## src/rtl/txfifo_rd_machine.sv

```systemverilog
// rtl/txfifo_rd_machine.sv - TX FIFO drain: length-prefixed frames out to an AXI4-Stream master
// Pops one header word, validates the byte length, then streams ceil(L/4) payload words.
module txfifo_rd_machine #(
   parameter int DATA_WIDTH = 32,
   parameter int LEN_WIDTH  = 16,
   parameter int MAX_BYTES  = 2048
) (
   input  logic                    clk,
   input  logic                    reset_n,
   input  logic                    enable,
   input  logic                    txfifo_empty,
   output logic                    txfifo_rd_en,
   input  logic [DATA_WIDTH-1:0]   txfifo_dout,
   input  logic                    txfifo_valid,
   output logic [DATA_WIDTH-1:0]   m_axis_tdata,
   output logic [DATA_WIDTH/8-1:0] m_axis_tkeep,
   output logic                    m_axis_tvalid,
   input  logic                    m_axis_tready,
   output logic                    m_axis_tlast,
   output logic                    frame_done,
   output logic                    frame_err,
   output logic [15:0]             frame_cnt
);

   localparam int KEEP_W = DATA_WIDTH / 8;
   localparam int CNT_W  = LEN_WIDTH - 1;

   typedef enum logic [2:0] {
      IDLE, HDR_RD, HDR_WAIT, PAY_RD, PAY_WAIT, SEND, DONE, ERR
   } state_t;

   state_t                  state, state_nx;
   logic [CNT_W-1:0]        remain, remain_nx;
   logic [1:0]              len_lo, len_lo_nx;
   logic [DATA_WIDTH-1:0]   tdata_nx;
   logic [KEEP_W-1:0]       tkeep_nx, last_keep;
   logic                    tvalid_nx, tlast_nx, done_nx, err_nx;
   logic [15:0]             cnt_nx;
   logic [LEN_WIDTH-1:0]    hdr_len;
   logic [CNT_W-1:0]        hdr_words;

   assign hdr_len   = txfifo_dout[LEN_WIDTH-1:0];
   assign hdr_words = CNT_W'(hdr_len[LEN_WIDTH-1:2]) + CNT_W'(|hdr_len[1:0]);

   always_comb begin
      last_keep = '1;
      case (len_lo)
         2'd1:    last_keep = KEEP_W'(4'b0001);
         2'd2:    last_keep = KEEP_W'(4'b0011);
         2'd3:    last_keep = KEEP_W'(4'b0111);
         default: last_keep = '1;
      endcase
   end

   // rd_en is decoded from the RD states so the FIFO response lands in the single WAIT cycle.
   always_comb begin
      state_nx     = state;
      remain_nx    = remain;
      len_lo_nx    = len_lo;
      tdata_nx     = m_axis_tdata;
      tkeep_nx     = m_axis_tkeep;
      tvalid_nx    = m_axis_tvalid;
      tlast_nx     = m_axis_tlast;
      done_nx      = 1'b0;
      err_nx       = 1'b0;
      cnt_nx       = frame_cnt;
      txfifo_rd_en = 1'b0;
      case (state)
         IDLE: begin
            if (enable && !txfifo_empty) state_nx = HDR_RD;
         end
         HDR_RD: begin
            if (!txfifo_empty) begin
               txfifo_rd_en = 1'b1;
               state_nx     = HDR_WAIT;
            end
         end
         HDR_WAIT: begin
            if (txfifo_valid) begin
               if (hdr_len == '0 || hdr_len > LEN_WIDTH'(MAX_BYTES)) begin
                  err_nx   = 1'b1;
                  state_nx = ERR;
               end else begin
                  remain_nx = hdr_words;
                  len_lo_nx = hdr_len[1:0];
                  state_nx  = PAY_RD;
               end
            end
         end
         PAY_RD: begin
            if (!txfifo_empty) begin
               txfifo_rd_en = 1'b1;
               state_nx     = PAY_WAIT;
            end
         end
         PAY_WAIT: begin
            if (txfifo_valid) begin
               tdata_nx  = txfifo_dout;
               tvalid_nx = 1'b1;
               tlast_nx  = (remain == CNT_W'(1));
               tkeep_nx  = (remain == CNT_W'(1)) ? last_keep : '1;
               remain_nx = remain - CNT_W'(1);
               state_nx  = SEND;
            end
         end
         SEND: begin
            if (m_axis_tready) begin
               tvalid_nx = 1'b0;
               tlast_nx  = 1'b0;
               if (m_axis_tlast) begin
                  done_nx  = 1'b1;
                  cnt_nx   = frame_cnt + 16'd1;
                  state_nx = DONE;
               end else begin
                  state_nx = PAY_RD;
               end
            end
         end
         DONE:    state_nx = IDLE;
         ERR:     state_nx = IDLE;
         default: state_nx = IDLE;
      endcase
   end

   always_ff @(posedge clk) begin
      if (!reset_n) begin
         state         <= IDLE;
         remain        <= '0;
         len_lo        <= '0;
         m_axis_tdata  <= '0;
         m_axis_tkeep  <= '0;
         m_axis_tvalid <= 1'b0;
         m_axis_tlast  <= 1'b0;
         frame_done    <= 1'b0;
         frame_err     <= 1'b0;
         frame_cnt     <= '0;
      end else begin
         state         <= state_nx;
         remain        <= remain_nx;
         len_lo        <= len_lo_nx;
         m_axis_tdata  <= tdata_nx;
         m_axis_tkeep  <= tkeep_nx;
         m_axis_tvalid <= tvalid_nx;
         m_axis_tlast  <= tlast_nx;
         frame_done    <= done_nx;
         frame_err     <= err_nx;
         frame_cnt     <= cnt_nx;
      end
   end

endmodule

```

## config.mk

```make
export PLATFORM = sky130hd
export DESIGN_NAME = txfifo_rd_machine
export DESIGN_NICKNAME = d
export VERILOG_FILES = /design/src/rtl/txfifo_rd_machine.sv
export SDC_FILE = /design/constraint.sdc
export NUM_CORES = 1
export LEC_CHECK = 0
export BUFFER_PORTS_ARGS = -buffer_cell sky130_fd_sc_hd__buf_2
export CAP_MARGIN = 20
export CORE_UTILIZATION = 47
export CTS_CLUSTER_SIZE = 20
export DETAILED_ROUTE_END_ITERATION = 10
export PLACE_DENSITY = 0.77
export SYNTH_ARGS = -nofsm -noshare
export SYNTH_HDL_FRONTEND = slang
export SYNTH_SLANG_ARGS = --single-unit
```

## constraint.sdc

```tcl
create_clock -name clk -period 2 [get_ports clk]
set_input_delay 0.4 -clock clk [delete_from_list [all_inputs] [get_ports clk]]
set_output_delay 0.4 -clock clk [all_outputs]
set_load 0.005 [all_outputs]
```

==> impl_metrics.json <==
{
  "status": "complete, no violations",
  "port_buffers": 94,
  "async_flop_share": 0,
  "power_density_nw_per_um2": 789,
  "n_antenna_cell": 0,
  "grt_usage": 0.240,
  "rr_endpoint": "remain[10]$_SDFFE_PN0P_",
  "slew_headroom": 0.641,
  "grt_max_degree": 37,
  "place.gp.congestion": 0.880,
  "cts_tree": "done",
  "worstSetupPathType": "reg2reg",
  "min_to": "m_axis_tdata[26]$_SDFFE_PN0P_",
  "min_from": "txfifo_dout[26]",
  "finalHoldWorstSlack_ns": 0.269,
  "setup_ws_ns": 0.134,
  "fin_setup_tns_ns": 0,
  "drt_first_pass_iters": 5,
  "crit_chain": "inv_1 -> ha_1 -> or4b_1 -> or4_1 -> nand3_1 -> o211ai_1 -> a21oi_1",
  "dieArea_um2": 8100,
  "cts_buffers": 9,
  "rows": 31,
  "finalWirelength_um": 9510,
  "rsz0062_at_grt": "false",
  "synth-edff-count": 0,
  "critical-path-top-delay-family": "simple AND/OR/NAND/NOR gates",
  "clock_skew_ns": 0.00679,
  "initial_utilization": 0.494,
  "dpl.hpwl_um": 6900,
  "power.leakage_uw": 0.00203,
  "core_area_um2": 7370,
  "clock_path_buffers": 2,
  "mostFrequentLayoutCell": "buf_2",
  "min_path_type": "in2reg",
  "ir_drop_v": 0.000542,
  "clk_latency_ns": 0.36,
  "vias_per_cell": 5.50,
  "cp.required_ns": 2.29,
  "cp_slowest_cell": "or4b_1",
  "start_kind": "flop",
  "drc": 0,
  "drt_iter0_drc": 323,
  "fin_crit_sh": 0.933,
  "avgSynthCellArea_um2": 8.05,
  "yosys_warnings": 0,
  "hold_buffers": 0,
  "max_freq_mhz": 536,
  "syn2layout_area_growth_pct": 29.9,
  "r2r_start": "remain[1]$_SDFFE_PN0P_",
  "postCtsSetupBuffers": 0,
  "grt_overflow": 0,
  "cts.reportedPaths.clkPinSlew_ns": 0.08,
  "yosysSeqAreaShare": 0.418,
  "grt_pass1_wl_um": 15700,
  "avgRoutedWirePerCell_um": 14.0,
  "critPathCaptureType": "flop",
  "dr_total_vias": 3724,
  "tightest_slew_ns": 0.539,
  "path_buf_inv": 1,
  "die_h_um": 90.0,
  "hold_path_depth": 3,
  "syn-cell-area_um2": 3640,
  "critPathMaxFanout": 5,
  "first_global_vias": 3359,
  "ant_nets": 0,
  "post_cts_resized": 0,
  "final_cell_mix": "buf_2 (94), nand2_1 (80), dfxtp_1 (76), a21oi_1 (57), buf_4 (42)",
  "drv_slew": 0,
  "synth_flop_cell": "dfxtp_1",
  "period_minus_slack_ns": 1.87,
  "drive_gt1_frac": 0.294,
  "dp_slack_ns": -0.197,
  "root_buffer": "clkbuf_8",
  "synth_cell_types": 60,
  "die-width_um": 90.0,
  "cpPeakStageDelay_ns": 0.46,
  "hold_violations": 0,
  "cts_sinks": 76,
  "boundaryPins": 95,
  "rrSetupSlack_ns": 0.13,
  "critical_path_arrival_ns": 2.16,
  "max_cap_viol_count": 0,
  "finalNetCount": 619,
  "reg2reg_depth": 7,
  "synth_seq_cells": 76,
  "antenna_found_initial": 0,
  "synth_nets": 497,
  "netlist_instances": 452,
  "h-tree-depth": 3,
  "setup-violations-final": 0
}
-- cell type report --
type | instances | area [um2]
clock buffer | 9 | 124
clock inverter | 6 | 114
fill | 633 | 2640
inverter | 13 | 48.8
multi-input combinational | 336 | 1970
sequential | 76 | 1520
tap | 99 | 124
timing repair buffer | 138 | 826
-- worst max path at each step --
stage	endpoint	from	slack, ns	cells past startpoint
finish	remain[10]$_SDFFE_PN0P_	remain[1]$_SDFFE_PN0P_	0.13	7
global route	remain[10]$_SDFFE_PN0P_	remain[1]$_SDFFE_PN0P_	0.007	7
CTS	remain[10]$_SDFFE_PN0P_	remain[1]$_SDFFE_PN0P_	0.13	7
detailed placement	remain[1]$_SDFFE_PN0P_	txfifo_dout[12]	-0.20	7
global placement	remain[1]$_SDFFE_PN0P_	txfifo_dout[12]	-0.14	7
floorplan	remain[5]$_SDFFE_PN0P_	txfifo_dout[12]	0.02	6
-- cells by family (layout without fill, tap and decap cells) --
| logic type | count (synthesis) | count (layout) | share of synthesized area |
|---|---|---|---|
| adder cells (fa/ha/maj) | 7 | 7 | 0.0241 |
| AND/OR/NAND/NOR | 193 | 193 | 0.261 |
| buffers and inverters | 40 | 166 | 0.0447 |
| multiplexers | 4 | 4 | 0.0113 |
| AO/OA/AOI/OAI | 108 | 108 | 0.183 |
| XOR/XNOR | 24 | 24 | 0.0578 |
| flip-flops | 76 | 76 | 0.418 |
-- worst register-to-register path, stage by stage (launching register included) --
cell and delay, ns:
dfxtp_1 0.35, inv_1 0.09, ha_1 0.17, or4b_1 0.46
or4_1 0.41, nand3_1 0.10, o211ai_1 0.09, a21oi_1 0.14
-- power by group --
part | leakage (uW) | internal [uW] | switching, uW
combinational | 0.00131 | 299 | 406
sequential | 0.000614 | 1570 | 45.1
clock | 0.000112 | 823 | 585
-- metrics by stage --
step	instances	util	power, uW	cell area, um2
2_1_floorplan	452	-	2050	3640
3_3_place_gp	662	0.609	2320	4490
3_5_place_dp	662	0.609	2340	4490
4_1_cts	677	0.641	3740	4730
5_1_grt	677	0.641	3890	4730
6_report	677	0.641	3730	4730
-- sequential cells by signal (all words and copies together), names as in the netlist --
name and cells:
len_lo 2, frame_err 1, m_axis_tlast 1, frame_done 1
frame_cnt 16, m_axis_tdata 32, m_axis_tkeep 4, remain 15
state 3, m_axis_tvalid 1
-- cell usage after synthesis (3+ instances only) --
cell type	count	area share
nand2_1	80	0.083
dfxtp_1	76	0.42
a21oi_1	57	0.078
nor2_1	33	0.034
clkbuf_1	24	0.025
o21ai_0	16	0.022
xor2_1	16	0.039
nand3_1	15	0.021
nor3_1	14	0.019
inv_1	13	0.013
nand4_1	13	0.022
nor4_1	8	0.014
xnor2_1	8	0.019
ha_1	7	0.024
and4_1	5	0.012
o211ai_1	4	0.0083
o21ai_1	4	0.0055
and2_1	3	0.0052
mux2i_1	3	0.0083
nand2b_1	3	0.0052
-- per-layer routing --
| layer | vias up | routed length [um] | track usage |
|---|---|---|---|
| met5 | - | 0 | 0 |
| met4 | 0 | 206 | 0.103 |
| met3 | 20 | 646 | 0.0618 |
| met2 | 142 | 4450 | 0.393 |
| met1 | 1729 | 4200 | 0.300 |
| li1 | 1833 | - | - |
Note: power is estimated with default switching activity, not from simulation.
